==> config.mk <==
export PLATFORM = sky130hd
export DESIGN_NAME = xup_gate5_sequencer
export DESIGN_NICKNAME = d
export VERILOG_FILES = /design/src/rtl/xup_seq_pkg.sv /design/src/rtl/xup_gate5_sequencer.sv
export SDC_FILE = /design/constraint.sdc
export NUM_CORES = 1
export LEC_CHECK = 0
export BUFFER_PORTS_ARGS = -buffer_cell sky130_fd_sc_hd__buf_2
export CORE_UTILIZATION = 30
export DETAILED_ROUTE_END_ITERATION = 6
export GPL_TIMING_DRIVEN = 0
export PLACE_DENSITY = 0.59
export SLEW_MARGIN = 40
export SYNTH_ARGS = -nofsm -noshare
export SYNTH_HDL_FRONTEND = slang
export SYNTH_SLANG_ARGS = --single-unit
==> constraint.sdc <==
create_clock -name clk -period 2.47 [get_ports clk]
set_clock_uncertainty 0.2 [all_clocks]
set_input_delay 0.3705 -clock clk [delete_from_list [all_inputs] [get_ports clk]]
set_output_delay 0.3705 -clock clk [all_outputs]
set_load 0.02 [all_outputs]
==> src/rtl/xup_seq_pkg.sv <==
// Shared types and sizes for the 5-input gate exhaustive-test sequencer.
package xup_seq_pkg;

  typedef enum logic [1:0] {
    IDLE   = 2'd0,
    SETTLE = 2'd1,
    SAMPLE = 2'd2,
    DONE   = 2'd3
  } state_e;

  localparam int NUM_VECTORS  = 32;
  localparam int VEC_W        = 5;
  localparam int SETTLE_CNT_W = 4;

endpackage

==> src/rtl/xup_gate5_sequencer.sv <==
// Walks all 32 stimuli through a 5-input gate, holding each SETTLE_CYCLES+1 cycles,
// captures the truth table and reports pass plus the lowest failing vector; no flow control.
module xup_gate5_sequencer
  import xup_seq_pkg::*;
#(
  parameter int                     SETTLE_CYCLES = 2,  // legal 1..15
  parameter logic [NUM_VECTORS-1:0] EXPECTED      = 32'h7FFF_FFFF
) (
  input  logic                   clk,
  input  logic                   reset_n,
  input  logic                   start,
  input  logic                   abort,
  input  logic                   y_in,
  output logic [VEC_W-1:0]       vec,
  output logic                   busy,
  output logic                   done,
  output logic                   pass,
  output logic [NUM_VECTORS-1:0] truth,
  output logic                   fail_valid,
  output logic [VEC_W-1:0]       fail_index
);

  localparam logic [SETTLE_CNT_W-1:0] CNT_LAST = SETTLE_CNT_W'(SETTLE_CYCLES - 1);
  localparam logic [VEC_W-1:0]        VEC_LAST = VEC_W'(NUM_VECTORS - 1);

  state_e                   state_q, state_d;
  logic [VEC_W-1:0]         vec_q, vec_d;
  logic [SETTLE_CNT_W-1:0]  cnt_q, cnt_d;
  logic [NUM_VECTORS-1:0]   truth_q, truth_d;
  logic                     pass_q, pass_d;
  logic                     fail_valid_q, fail_valid_d;
  logic [VEC_W-1:0]         fail_index_q, fail_index_d;

  always_comb begin
    state_d      = state_q;
    vec_d        = vec_q;
    cnt_d        = cnt_q;
    truth_d      = truth_q;
    pass_d       = pass_q;
    fail_valid_d = fail_valid_q;
    fail_index_d = fail_index_q;

    case (state_q)
      IDLE: begin
        if (start) begin
          vec_d        = '0;
          truth_d      = '0;
          pass_d       = 1'b0;
          fail_valid_d = 1'b0;
          fail_index_d = '0;
          cnt_d        = '0;
          state_d      = SETTLE;
        end
      end

      SETTLE: begin
        if (abort) begin
          state_d = IDLE;
          vec_d   = '0;
          cnt_d   = '0;
          pass_d  = 1'b0;
        end else begin
          cnt_d = cnt_q + 1'b1;
          if (cnt_q == CNT_LAST) state_d = SAMPLE;
        end
      end

      SAMPLE: begin
        // Abort wins: the vector being sampled is not recorded.
        if (abort) begin
          state_d = IDLE;
          vec_d   = '0;
          cnt_d   = '0;
          pass_d  = 1'b0;
        end else begin
          truth_d[vec_q] = y_in;
          if ((y_in != EXPECTED[vec_q]) && !fail_valid_q) begin
            fail_valid_d = 1'b1;
            fail_index_d = vec_q;
          end
          if (vec_q == VEC_LAST) begin
            pass_d  = ({y_in, truth_q[NUM_VECTORS-2:0]} == EXPECTED);
            state_d = DONE;
          end else begin
            vec_d   = vec_q + 1'b1;
            cnt_d   = '0;
            state_d = SETTLE;
          end
        end
      end

      DONE:    state_d = IDLE;
      default: state_d = IDLE;
    endcase
  end

  always_ff @(posedge clk or negedge reset_n) begin
    if (!reset_n) begin
      state_q      <= IDLE;
      vec_q        <= '0;
      cnt_q        <= '0;
      truth_q      <= '0;
      pass_q       <= 1'b0;
      fail_valid_q <= 1'b0;
      fail_index_q <= '0;
    end else begin
      state_q      <= state_d;
      vec_q        <= vec_d;
      cnt_q        <= cnt_d;
      truth_q      <= truth_d;
      pass_q       <= pass_d;
      fail_valid_q <= fail_valid_d;
      fail_index_q <= fail_index_d;
    end
  end

  assign vec        = vec_q;
  assign busy       = (state_q == SETTLE) || (state_q == SAMPLE);
  assign done       = (state_q == DONE);
  assign pass       = pass_q;
  assign truth      = truth_q;
  assign fail_valid = fail_valid_q;
  assign fail_index = fail_index_q;

endmodule

==> metrics <==
f_max 0.422 GHz; Static Leak 0.00149 uW; die width 94.6 um; share of cells above drive strength 1 0.297; grt ovf 0; CTS root buf clkbuf_8; Cell Count, Final, Fillers Out 415; Post-Syn Instances approximately 250; VDD IR max 0.257 mV; number of global-route vias before repair 2,032; initial antenna violation count 0; Via density 5.26; Syn Nets 265; Placed Instances 403; core area 0.00826 sq mm; Combinational Power Share 0.359; Worst EP required between 2 and 2.5 ns; Die Y 94.6 um; Async S/R FF share, synth 1.00; Crit-path slowest cell dfrtp_2; drt drc 0; drt first pass iters 4; port bufs 50; HP Class input port to register; Max-Cap Viols 0; Max-slew headroom 0.458; largest net degree at the start of global routing 51; Layout Nets ~330; Worst Tran Pin Value 0.811 ns; commonest cells in the netlist dfrtp_1, nand2_1, a32o_1; kind of critical path register to register; Final ANT Viol Nets 0; first-pass GRT wire length 11,100 um; Ports 51; share of the yosys chip area belonging to registers 0.487; largest area contributor in the netlist dfrtp_1; die area 0.00894 sq mm; Initial Utilization 0.311; crit path DAT 2.37 ns; Post-synth EDFFs 0; Post-Synthesis Mean Instance Area 10.4 sq um; Core Util, Final 0.387; Final Slew Violations 0; routed wire length 6900 um; Worst Path Max Fanout 6; final setup vio count 0; gr usage total 0.163; Fin. Hold Viols 0; status finished clean; detailed placement HPWL 4810 um; cts bufs inserted 5; area grow syn2layout 24.5%; number of synthesized register bits 50; RSZ-0062 raised after global routing true; Worst path max stage delay around 0.45 ns; gpl congestion around 0.77; Pint 1470 uW; critical path, cell by cell ha_1 -> inv_1 -> nor2_1 -> ha_1 -> and3b_1 -> or2_2 -> mux2_2; Clock transition at path regs 0.09 ns; most frequent cell after synthesis dfrtp_1; Synth cell types 39; worst skew pair latency 0.31 ns; Net Switching 851 uW; main area contributors after synthesis dfrtp_1, a32o_1, nand2_1, ha_1, a211oi_2; largest buffer count on any clock path 2; clock sink count 50; most used cell, CP ha_1; H-tree depth 2; DRT iter0 DRCs 95; CTS tree done; num rows 33; r2r setup slk ~0.10 ns; critical path endpoint category register; Post-Syn Area 0.00257 sq mm; Primary FF master, synth dfrtp_1; sequential power share 0.391; final period utilization 0.959; Pwr Density approximately 730 mW/mm^2; CP Launch Type register; fill count 860; WL/cell 16.6 um; Sw Share 0.366; fin crit period 2.37 ns; n_diodes 0; clock network power share 0.250; DR vias approximately 2,200; Synth top area share 0.487; YS warnings 0
-- layout by cell type (no fill, tap or decap), types with 7 or more instances in the layout --
master / count
inv_1: 9
dfrtp_1: 48
nand2_1: 46
buf_2: 53
buf_4: 8
ha_1: 12
a32o_1: 32
nand4_1: 7
nor2_1: 12
-- worst max-delay path, delay by kind of cell (launching register included) --
family | cells | cell delay [ns]
AND/OR/NAND/NOR | 3 | 0.71
buffers and inverters | 1 | 0.13
multiplexers | 1 | 0.27
flip-flops | 1 | 0.45
adder cells (fa/ha/maj) | 2 | 0.50
-- layer usage --
metal | track usage | vias up | share of wire
met3 | 0.0338 | 7 | 0.056
met2 | 0.245 | 54 | 0.46
met1 | 0.242 | 1092 | 0.48
li1 | - | 1028 | -
met4 | 0.0341 | 0 | 0.011
met5 | 0 | - | 0
-- area by class of cell --
| class | count | area, sq um | area share |
|---|---|---|---|
| repair buffers | 59 | 335 | 0.105 |
| flip-flops and latches | 50 | 1250 | 0.392 |
| inverters | 9 | 33.8 | 0.0106 |
| well taps | 105 | 131 | 0.0411 |
| clock buffers | 7 | 76.3 | 0.0239 |
| multi-input cells | 171 | 1280 | 0.400 |
| clock inverters | 1 | 30.0 | 0.00939 |
| plain buffers | 13 | 58.8 | 0.0184 |
-- timing repair --
| item | in CTS | in global routing |
|---|---|---|
| setup buffers | 0 | 8 |
| endpoints found under the hold margin | 50 | 0 |
| pin swaps | 0 | 5 |
| gates cloned | 0 | 0 |
| gates resized for setup | 0 | 19 |
| hold buffers | 1 | 0 |
| setup endpoints to repair | 25 | 46 |
-- kinds of logic (layout without fill, tap and decap cells) --
logic type / Yosys count / in the layout / share of synthesized area
AOI/OAI and AO/OA: 52 / 52 / 0.186
xor gates and xnor gates: 3 / 3 / 0.0102
adders and majority gates: 12 / 12 / 0.0584
buffers and inverters: 27 / 89 / 0.0414
DFF: 50 / 50 / 0.487
muxes: 7 / 7 / 0.0282
and+or+nand+nor: 97 / 97 / 0.189
-- sequential cells by signal, indices dropped and copies added (netlist names) --
register and cells:
fail_index 5, vec 5, pass 1, cnt_q 4, state_q 2, fail_valid 1
truth 32
-- power groups by stage --
stage | Combinational [uW] | Clock [uW] | Sequential [uW]
finish | 833 | 581 | 907
global route | 922 | 633 | 914
CTS | 714 | 594 | 905
detailed placement | 711 | 0 | 920
global placement | 698 | 0 | 917
floorplan | 501 | 0 | 930
-- path summary, 6_finish.rpt --
kind / from / end / cells after the start
worst max register to register: vec[0] / vec[0] / 7
worst min-delay path: abort / state_q[1] / 2
min in group asynchronous: reset_n / fail_index[0] / 2
worst max-delay path: vec[0] / vec[0] / 7
worst min register to register: fail_index[0] / fail_index[0] / 2
max in group asynchronous: reset_n / vec[1] / 2
-- through the flow --
stage / setup WS, ns / hold WS [ns] / power [uW] / setup TNS, ns / area, sq um
3_3_place_gp: 0.0134 / 0.314 / 1620 / 0 / 2950
5_1_grt: -0.00776 / 0.107 / 2470 / -0.0214 / 3200
6_report: 0.102 / 0.102 / 2320 / 0 / 3200
3_5_place_dp: -0.0330 / 0.245 / 1630 / -0.261 / 2950
2_1_floorplan: 0.185 / -0.125 / 1430 / 0 / 2570
4_1_cts: -0.0276 / 0.0915 / 2210 / -0.306 / 3060
(Power assumes the default switching activity.)
